<file path="src/rtl/fb_write_arbiter.sv">
// fb_write_arbiter: arbitrates two burst-oriented pixel writers onto a single
// framebuffer write port. Ownership is granted per burst with round-robin
// tie-breaking. The write port is driven one cycle after each accepted beat.
// Out-of-range beats and stalled bursts raise sticky error flags.
module fb_write_arbiter #(
  parameter int ADDR_W  = 19,
  parameter int DATA_W  = 8,
  parameter int FB_SIZE = 19200,
  parameter int TIMEOUT = 1024
) (
  input  logic              clk,
  input  logic              reset,
  input  logic              r0_valid,
  input  logic [ADDR_W-1:0] r0_addr,
  input  logic [DATA_W-1:0] r0_data,
  input  logic              r0_last,
  output logic              r0_ready,
  input  logic              r1_valid,
  input  logic [ADDR_W-1:0] r1_addr,
  input  logic [DATA_W-1:0] r1_data,
  input  logic              r1_last,
  output logic              r1_ready,
  input  logic              hold,
  input  logic              err_clr,
  output logic [ADDR_W-1:0] ram_wraddr,
  output logic [DATA_W-1:0] ram_data,
  output logic              ram_wren,
  output logic [1:0]        grant,
  output logic              busy,
  output logic [ADDR_W-1:0] wr_count,
  output logic              err_oob,
  output logic              err_timeout
);

  // state | meaning
  // IDLE  | no owner; a new grant is decided here unless hold is high
  // OWN0  | requester 0 owns the write port until its last beat or timeout
  // OWN1  | requester 1 owns the write port until its last beat or timeout
  typedef enum logic [1:0] {IDLE = 2'd0, OWN0 = 2'd1, OWN1 = 2'd2} state_t;

  // The idle counter only has to reach TIMEOUT-1: the TIMEOUT-th idle cycle
  // is the one that releases ownership.
  localparam int               CNT_W   = (TIMEOUT > 1) ? $clog2(TIMEOUT) : 1;
  localparam logic [CNT_W-1:0] IDLE_TC = CNT_W'(TIMEOUT - 1);
  localparam logic [ADDR_W:0]  FB_LIM  = (ADDR_W + 1)'(FB_SIZE);

  state_t            state_q, state_d;
  logic              pri_q, pri_d;           // 1: requester 1 wins a tie
  logic [CNT_W-1:0]  idle_cnt_q, idle_cnt_d;
  logic              wren_q, wren_d;
  logic [ADDR_W-1:0] wraddr_q, wraddr_d;
  logic [DATA_W-1:0] wrdata_q, wrdata_d;
  logic [ADDR_W-1:0] wr_count_q, wr_count_d;
  logic              err_oob_q, err_oob_d;
  logic              err_tmo_q, err_tmo_d;

  logic              acc0, acc1, acc, acc_last, in_range, tmo_hit;
  logic [ADDR_W-1:0] acc_addr;
  logic [DATA_W-1:0] acc_data;

  // Beat acceptance and selection of the current owner's payload
  always_comb begin
    acc0     = r0_valid && (state_q == OWN0);
    acc1     = r1_valid && (state_q == OWN1);
    acc      = acc0 || acc1;
    acc_addr = acc1 ? r1_addr : r0_addr;
    acc_data = acc1 ? r1_data : r0_data;
    acc_last = acc1 ? r1_last : r0_last;
    in_range = ({1'b0, acc_addr} < FB_LIM);
    tmo_hit  = (state_q != IDLE) && !acc && (idle_cnt_q == IDLE_TC);
  end

  // State register
  always_ff @(posedge clk or negedge reset) begin
    if (!reset) state_q <= IDLE;
    else        state_q <= state_d;
  end

  // Next state: round-robin grant from IDLE, release on last beat or timeout
  always_comb begin
    state_d = state_q;
    case (state_q)
      IDLE: begin
        if (!hold) begin
          if (r0_valid && r1_valid) state_d = pri_q ? OWN1 : OWN0;
          else if (r0_valid)        state_d = OWN0;
          else if (r1_valid)        state_d = OWN1;
        end
      end
      OWN0, OWN1: begin
        if ((acc && acc_last) || tmo_hit) state_d = IDLE;
      end
      default: state_d = IDLE;
    endcase
  end

  // Outputs decoded from the registered state only
  always_comb begin
    grant    = {state_q == OWN1, state_q == OWN0};
    busy     = (state_q != IDLE);
    r0_ready = (state_q == OWN0);
    r1_ready = (state_q == OWN1);
  end

  // Next values for priority pointer, idle counter, write stage, flags
  always_comb begin
    pri_d = pri_q;
    if (state_q == IDLE && state_d == OWN0)      pri_d = 1'b1;
    else if (state_q == IDLE && state_d == OWN1) pri_d = 1'b0;

    idle_cnt_d = (state_q == IDLE || acc || tmo_hit) ? '0 : idle_cnt_q + 1'b1;

    wren_d     = acc && in_range;
    wraddr_d   = wren_d ? acc_addr : wraddr_q;
    wrdata_d   = wren_d ? acc_data : wrdata_q;
    wr_count_d = wr_count_q + ADDR_W'(wren_q);

    // A set event in the same cycle as err_clr keeps the flag high
    err_oob_d  = (acc && !in_range) || (err_oob_q && !err_clr);
    err_tmo_d  = tmo_hit || (err_tmo_q && !err_clr);
  end

  // Registers for pointer, counter, write stage and flags
  always_ff @(posedge clk or negedge reset) begin
    if (!reset) begin
      pri_q      <= 1'b0;
      idle_cnt_q <= '0;
      wren_q     <= 1'b0;
      wraddr_q   <= '0;
      wrdata_q   <= '0;
      wr_count_q <= '0;
      err_oob_q  <= 1'b0;
      err_tmo_q  <= 1'b0;
    end else begin
      pri_q      <= pri_d;
      idle_cnt_q <= idle_cnt_d;
      wren_q     <= wren_d;
      wraddr_q   <= wraddr_d;
      wrdata_q   <= wrdata_d;
      wr_count_q <= wr_count_d;
      err_oob_q  <= err_oob_d;
      err_tmo_q  <= err_tmo_d;
    end
  end

  assign ram_wren    = wren_q;
  assign ram_wraddr  = wraddr_q;
  assign ram_data    = wrdata_q;
  assign wr_count    = wr_count_q;
  assign err_oob     = err_oob_q;
  assign err_timeout = err_tmo_q;

endmodule

</file>
<file path="config.mk">
export PLATFORM = sky130hd
export DESIGN_NAME = fb_write_arbiter
export DESIGN_NICKNAME = d
export VERILOG_FILES = /design/src/rtl/fb_write_arbiter.sv
export SDC_FILE = /design/constraint.sdc
export NUM_CORES = 1
export LEC_CHECK = 0
export ABC_AREA = 1
export CORE_MARGIN = 3
export CORE_UTILIZATION = 41
export DETAILED_ROUTE_END_ITERATION = 12
export GPL_TIMING_DRIVEN = 0
export PLACE_DENSITY = 0.75
export SETUP_SLACK_MARGIN = 0.3
export SYNTH_ARGS = -nofsm -noshare
export SYNTH_HDL_FRONTEND = slang
export SYNTH_SLANG_ARGS = --single-unit
</file>
<file path="constraint.sdc">
create_clock -name clk -period 2.99 [get_ports clk]
set_clock_uncertainty 0.15 [all_clocks]
set_input_delay 0.897 -clock clk [delete_from_list [all_inputs] [get_ports clk]]
set_output_delay 0.897 -clock clk [all_outputs]
set_load 0.005 [all_outputs]
</file>
==> impl_metrics.json, run 1 <==
{
  "htreeDepth": 3,
  "ys_ff_latch": 62,
  "max_slew_margin_pct": 60.9,
  "rsz0062_at_grt": "no",
  "fmax_ghz": 0.384,
  "synth_nets": 437,
  "nFillCells": 643,
  "antenna_left": 0,
  "syn_to_final_growth_pct": 49.0,
  "synth_top_family_by_area": "simple AND/OR/NAND/NOR gates",
  "endpoint_kind": "output pin",
  "synth_xor_area_share_pct": 4.17,
  "synth-simple-area-share_pct": 26.0,
  "worst-path-max-fanout": 3,
  "synthCells": 368,
  "routedWlPerCell_microns": 12.2,
  "antenna_found_initial": 0,
  "core_area_sq_mm": 0.00737,
  "path_buf_inv": 3,
  "drcViolationCount": 0,
  "yosys.cell_types.count": 29,
  "ios": 116,
  "synth_compound_area_share_pct": 4.13,
  "drive_above_1_share_pct": 12.2,
  "startpoint_type": "flip-flop",
  "status": "completed",
  "final_cell_mix": "nand2_1 (130), clkdlybuf4s50_1 (111), dfrtp_1 (62)",
  "synthMuxAreaShare_pct": 5.72,
  "synth_area_sq_mm": 0.00315,
  "dr.pass1.iters": 4,
  "antenna_cells": 0,
  "drt_iter0_markers": 58,
  "die_w_microns": 93.6,
  "period_minus_slack_ps": 2610,
  "dieArea_sq_mm": 0.00877,
  "grt_use_total_pct": 17.6,
  "ir_worst_vdd_mv": 0.360,
  "setup-violations-final": 0,
  "nNetsFinal": 566,
  "synth_fa_ha_area_share_pct": 2.78,
  "grt_pass1_vias": 2813,
  "insertion_delay_ps": 330,
  "dieHeight_microns": 93.6,
  "powerDensity_mw_per_mm2": 629,
  "cts_sinks": 62,
  "port_buffers": 114,
  "rows": 31,
  "avgSynthCellArea_sq_um": 8.56,
  "final_common_cell": "nand2_1",
  "finalCritPeriodShare_pct": 87.2,
  "place.gp.congestion": 0.805,
  "grt_pass1_wl_microns": 12200,
  "hold_class": "reg2reg",
  "critical_path_arrival_ps": 1560,
  "wl_microns": 7340,
  "ctsHoldBuffers": 0,
  "cp_data_required_time_ps": 1940,
  "cp_slowest_cell": "clkdlybuf4s50_1",
  "drv_slew": 0,
  "clk_pin_slew_worst_paths_ps": 60,
  "hold_violations": 0,
  "crit_path_max_incr_delay_ps": 490,
  "tightestPinTransition_ps": 582,
  "ys_seq_area_share_pct": 49.3,
  "cts-root-buf": "clkbuf_8",
  "yosys_warnings": 0,
  "vias": 2809,
  "path_cells": "inv_2 > ha_4 > buf_4 > clkdlybuf4s50_1",
  "maxCapViolCount": 0,
  "critPathKind": "reg2out",
  "initial_core_util_pct": 42.7,
  "cts_buffers": 9,
  "cts_tree": "yes",
  "grt-ovfl-total": 0,
  "via_per_inst": 4.68,
  "grt_max_degree": 39,
  "clk_path_buf_depth": 2,
  "leakagePower_nw": 2.33,
  "fin_util_pct": 63.7,
  "fin_hold_ws_ps": 321,
  "crit_family": "buffers and inverters",
  "place_hpwl_microns": 5730
}
-- registers in the layout (all words and copies together) (netlist names) --
signal / flops
ram_wren: 1
wr_count: 19
pri_q: 1
err_oob: 1
idle_cnt_q: 10
ram_data: 8
ram_wraddr: 19
state_q: 2
err_timeout: 1
-- what timing repair did --
action                     in CTS  in global routing
pin swaps                       0                  0
setup endpoints to repair       3                  3
gates resized for setup         3                  6
buffers inserted                2                  1
-- synth_stat cells --
library cell  number  area [sq um]
nand2_1          130           488
dfrtp_1           62          1550
inv_1             36           135
nor2_1            26          97.6
nand3_1           19          95.1
mux2_2            16           180
o21ai_0            9          45.0
xnor2_1            9          78.8
a21oi_1            8          40.0
buf_6              7          78.8
ha_1               7          87.6
nor3_1             6          30.0
xor2_1             6          52.6
nand4_1            5          31.3
buf_4              3          22.5
nand2_4            3          33.8
o21ai_1            3          15.0
nand2_2            2          12.5
a21boi_1           1          7.51
a31o_2             1          8.76
and3_1             1          6.26
buf_2              1          5.00
clkbuf_1           1          3.75
inv_2              1          3.75
nand3b_1           1          7.51
nor2_2             1          6.26
nor2_4             1          11.3
o211ai_1           1          7.51
o22ai_1            1          6.26
-- path summary, 6_finish.rpt --
kind	from	endpoint	slack, ps	cells after the start
min	ram_data[7]	ram_data[7]	320	2
max in group asynchronous	reset	ram_wraddr[8]	1680	2
max	state_q[1]	grant[0]	380	4
min reg2reg	ram_data[7]	ram_data[7]	320	2
max reg2reg	state_q[1]	pri_q	650	15
min in group asynchronous	reset	wr_count[15]	410	1
-- cell type report --
cell class	instances	area, sq um	area share [%]
plain buffers	12	110	2.35
clock buffers	12	165	3.52
clock inverters	3	42.5	0.907
multi-input cells	257	1380	29.3
repair buffers	118	1180	25.2
inverters	37	139	2.96
well taps	99	124	2.64
flip-flops and latches	62	1550	33.1
-- metal layers --
| metal | share of wire, % | global-route usage [%] | up-vias | routed length (microns) |
|---|---|---|---|---|
| met5 | 0 | 0 | - | 0 |
| met4 | 1.7 | 7.70 | 0 | 127 |
| met3 | 7.0 | 4.51 | 11 | 516 |
| met2 | 50 | 30.4 | 89 | 3660 |
| met1 | 41 | 20.6 | 1293 | 3030 |
| li1 | - | - | 1416 | - |
-- tightest hold or removal path, stage by stage, from the launching register on --
cell,delay (ps)
dfrtp_1,340
nand2_1,50
nand2_1,50
-- stage by stage --
stage	cell area [sq um]	total power (W)	cells	setup TNS, ps	worst slack [ps]
detailed placement	4430	0.00219	582	0	367
finish	4690	0.00295	600	0	384
floorplan	3150	0.00162	368	0	698
global route	4690	0.00318	600	0	319
global placement	4410	0.00216	581	-69260	-1120
CTS	4660	0.00297	599	0	272
-- cell families after synthesis --
group	after synthesis
mux	16
compound gates	24
flops	62
fa+ha+maj	7
simple gates	195
xor+xnor	15
buf+inv	49
-- power by group --
group | internal [W] | leakage [nW] | switching [W]
registers | 0.00102 | 0.844 | 0.000107
clock network | 0.000447 | 0.104 | 0.000300
logic | 0.000617 | 1.38 | 0.000458
total | 0.00208 | 2.33 | 0.000866
Power figures use the tool's default switching activity.
==> run 2, diff against run 1 <==
--- a/config.mk
+++ b/config.mk
@@ -7,10 +7,10 @@
 export LEC_CHECK = 0
 export ABC_AREA = 1
 export CORE_MARGIN = 3
-export CORE_UTILIZATION = 41
+export CORE_UTILIZATION = 45
 export DETAILED_ROUTE_END_ITERATION = 12
 export GPL_TIMING_DRIVEN = 0
-export PLACE_DENSITY = 0.75
+export PLACE_DENSITY = 0.81
 export SETUP_SLACK_MARGIN = 0.3
 export SYNTH_ARGS = -nofsm -noshare
 export SYNTH_HDL_FRONTEND = slang
==> run 2 against run 1 <==
Net effect:
- non-clock buffer count up 2
- core utilization up 8.0 points
- via count up 1.5%
- register-to-register slack about the same
- combinational power about the same
- flip-flop and latch count unchanged
- worst setup slack worse by 74 ps
- largest cell class unchanged
==> impl_metrics.json, run 2 (same netlist as run 1, synthesis figures left out) <==
{
  "worst-path-max-fanout": 4,
  "critPathKind": "reg2out",
  "die_w_microns": 89.7,
  "fmax_ghz": 0.373,
  "rows": 29,
  "antenna_left": 0,
  "place.gp.congestion": 0.824,
  "period_minus_slack_ps": 2680,
  "syn_to_final_growth_pct": 49.5,
  "hold_violations": 0,
  "final_common_cell": "nand2_1",
  "routedWlPerCell_microns": 12.8,
  "crit_family": "buffers and inverters",
  "clk_pin_slew_worst_paths_ps": 60,
  "via_per_inst": 4.78,
  "cp_data_required_time_ps": 1940,
  "status": "completed",
  "nNetsFinal": 568,
  "insertion_delay_ps": 330,
  "ir_worst_vdd_mv": 0.426,
  "vias": 2852,
  "startpoint_type": "flip-flop",
  "drcViolationCount": 0,
  "grt_max_degree": 36,
  "grt_pass1_wl_microns": 11800,
  "grt_pass1_vias": 2711,
  "path_buf_inv": 3,
  "leakagePower_nw": 2.34,
  "ctsHoldBuffers": 0,
  "final_cell_mix": "nand2_1 (130), clkdlybuf4s50_1 (111), dfrtp_1 (60)",
  "drt_iter0_markers": 77,
  "antenna_cells": 0,
  "initial_core_util_pct": 48.0,
  "startpoint": "state_q[0]",
  "cts-root-buf": "clkbuf_8",
  "finalCritPeriodShare_pct": 89.6,
  "cts_tree": "yes",
  "r2r_start": "state_q[0]",
  "hold_class": "reg2reg",
  "htreeDepth": 3,
  "path_cells": "inv_2 > ha_4 > buf_4 > clkdlybuf4s50_1",
  "maxCapViolCount": 0,
  "power_w": 0.00303,
  "rsz0062_at_grt": "yes",
  "endpoint_kind": "output pin",
  "cp_slowest_cell": "clkdlybuf4s50_1",
  "dieArea_sq_mm": 0.00804,
  "core_area_sq_mm": 0.00657,
  "cts_sinks": 62,
  "max_slew_margin_pct": 57.8,
  "worstHoldStart": "ram_data[7]",
  "tightestPinTransition_ps": 633,
  "crit_path_max_incr_delay_ps": 490,
  "antenna_found_initial": 0,
  "place_hpwl_microns": 5880,
  "drive_above_1_share_pct": 12.9,
  "wl_microns": 7630,
  "drv_slew": 0,
  "critical_path_arrival_ps": 1630,
  "cts_buffers": 9,
  "powerDensity_mw_per_mm2": 643,
  "clk_path_buf_depth": 2,
  "fin_hold_ws_ps": 317,
  "dr.pass1.iters": 5,
  "port_buffers": 114,
  "grt_use_total_pct": 19.1,
  "setup-violations-final": 0,
  "grt-ovfl-total": 0,
  "dieHeight_microns": 89.7,
  "ios": 116
}
-- run 2: routing by layer --
metal	vias to the layer above	wire (microns)	GRT usage [%]
met5	-	0	0
met4	0	105	7.98
met3	9	577	5.66
met2	96	3850	32.6
met1	1331	3100	22.2
li1	1416	-	-
-- run 2: per-stage QoR --
step	cells	util, %	setup slack (ps)	area (sq um)	setup TNS [ps]
2_1_floorplan	368	-	698	3150	0
6_report	597	71.7	310	4710	0
5_1_grt	597	71.7	251	4710	0
3_3_place_gp	575	67.1	-1100	4410	-67770
4_1_cts	594	70.9	261	4660	0
3_5_place_dp	576	67.3	341	4420	0
-- run 2: final cells by class --
cell class,instances,area (sq um)
Buffer,12,110
Clock buffer,10,128
Clock inverter,6,86.3
Fill cell,511,1860
Inverter,37,139
Multi-Input combinational cell,257,1380
Sequential cell,62,1550
Tap cell,93,116
Timing Repair Buffer,120,1200
-- run 2: tightest hold or removal path: cells and delay by family, from the launching register on --
family | cells | cell delay (ps)
flops | 1 | 340
simple gates | 2 | 90
-- run 2: path summary, 6_finish.rpt --
check,end,slack (ps),cells after the start
worst min-delay path,ram_data[7],320,2
max in group asynchronous,state_q[1],1640,2
worst min register to register,ram_data[7],320,2
min in group asynchronous,wr_count[10],430,1
worst max-delay path,grant[1],310,4
worst max register to register,pri_q,640,15
-- run 2: report_power, final --
group	total (W)	leakage [nW]	internal, W	switching [W]
clock network	0.000787	0.106	0.000468	0.000319
logic	0.00110	1.39	0.000627	0.000474
registers	0.00114	0.841	0.00102	0.000119
-- run 2: what timing repair did --
action | in CTS | in global routing
gates resized for setup | 5 | 6
hold endpoints to repair | 0 | 0
endpoints found under the setup margin | 3 | 3
buffers inserted | 2 | 3
pin swaps | 0 | 0
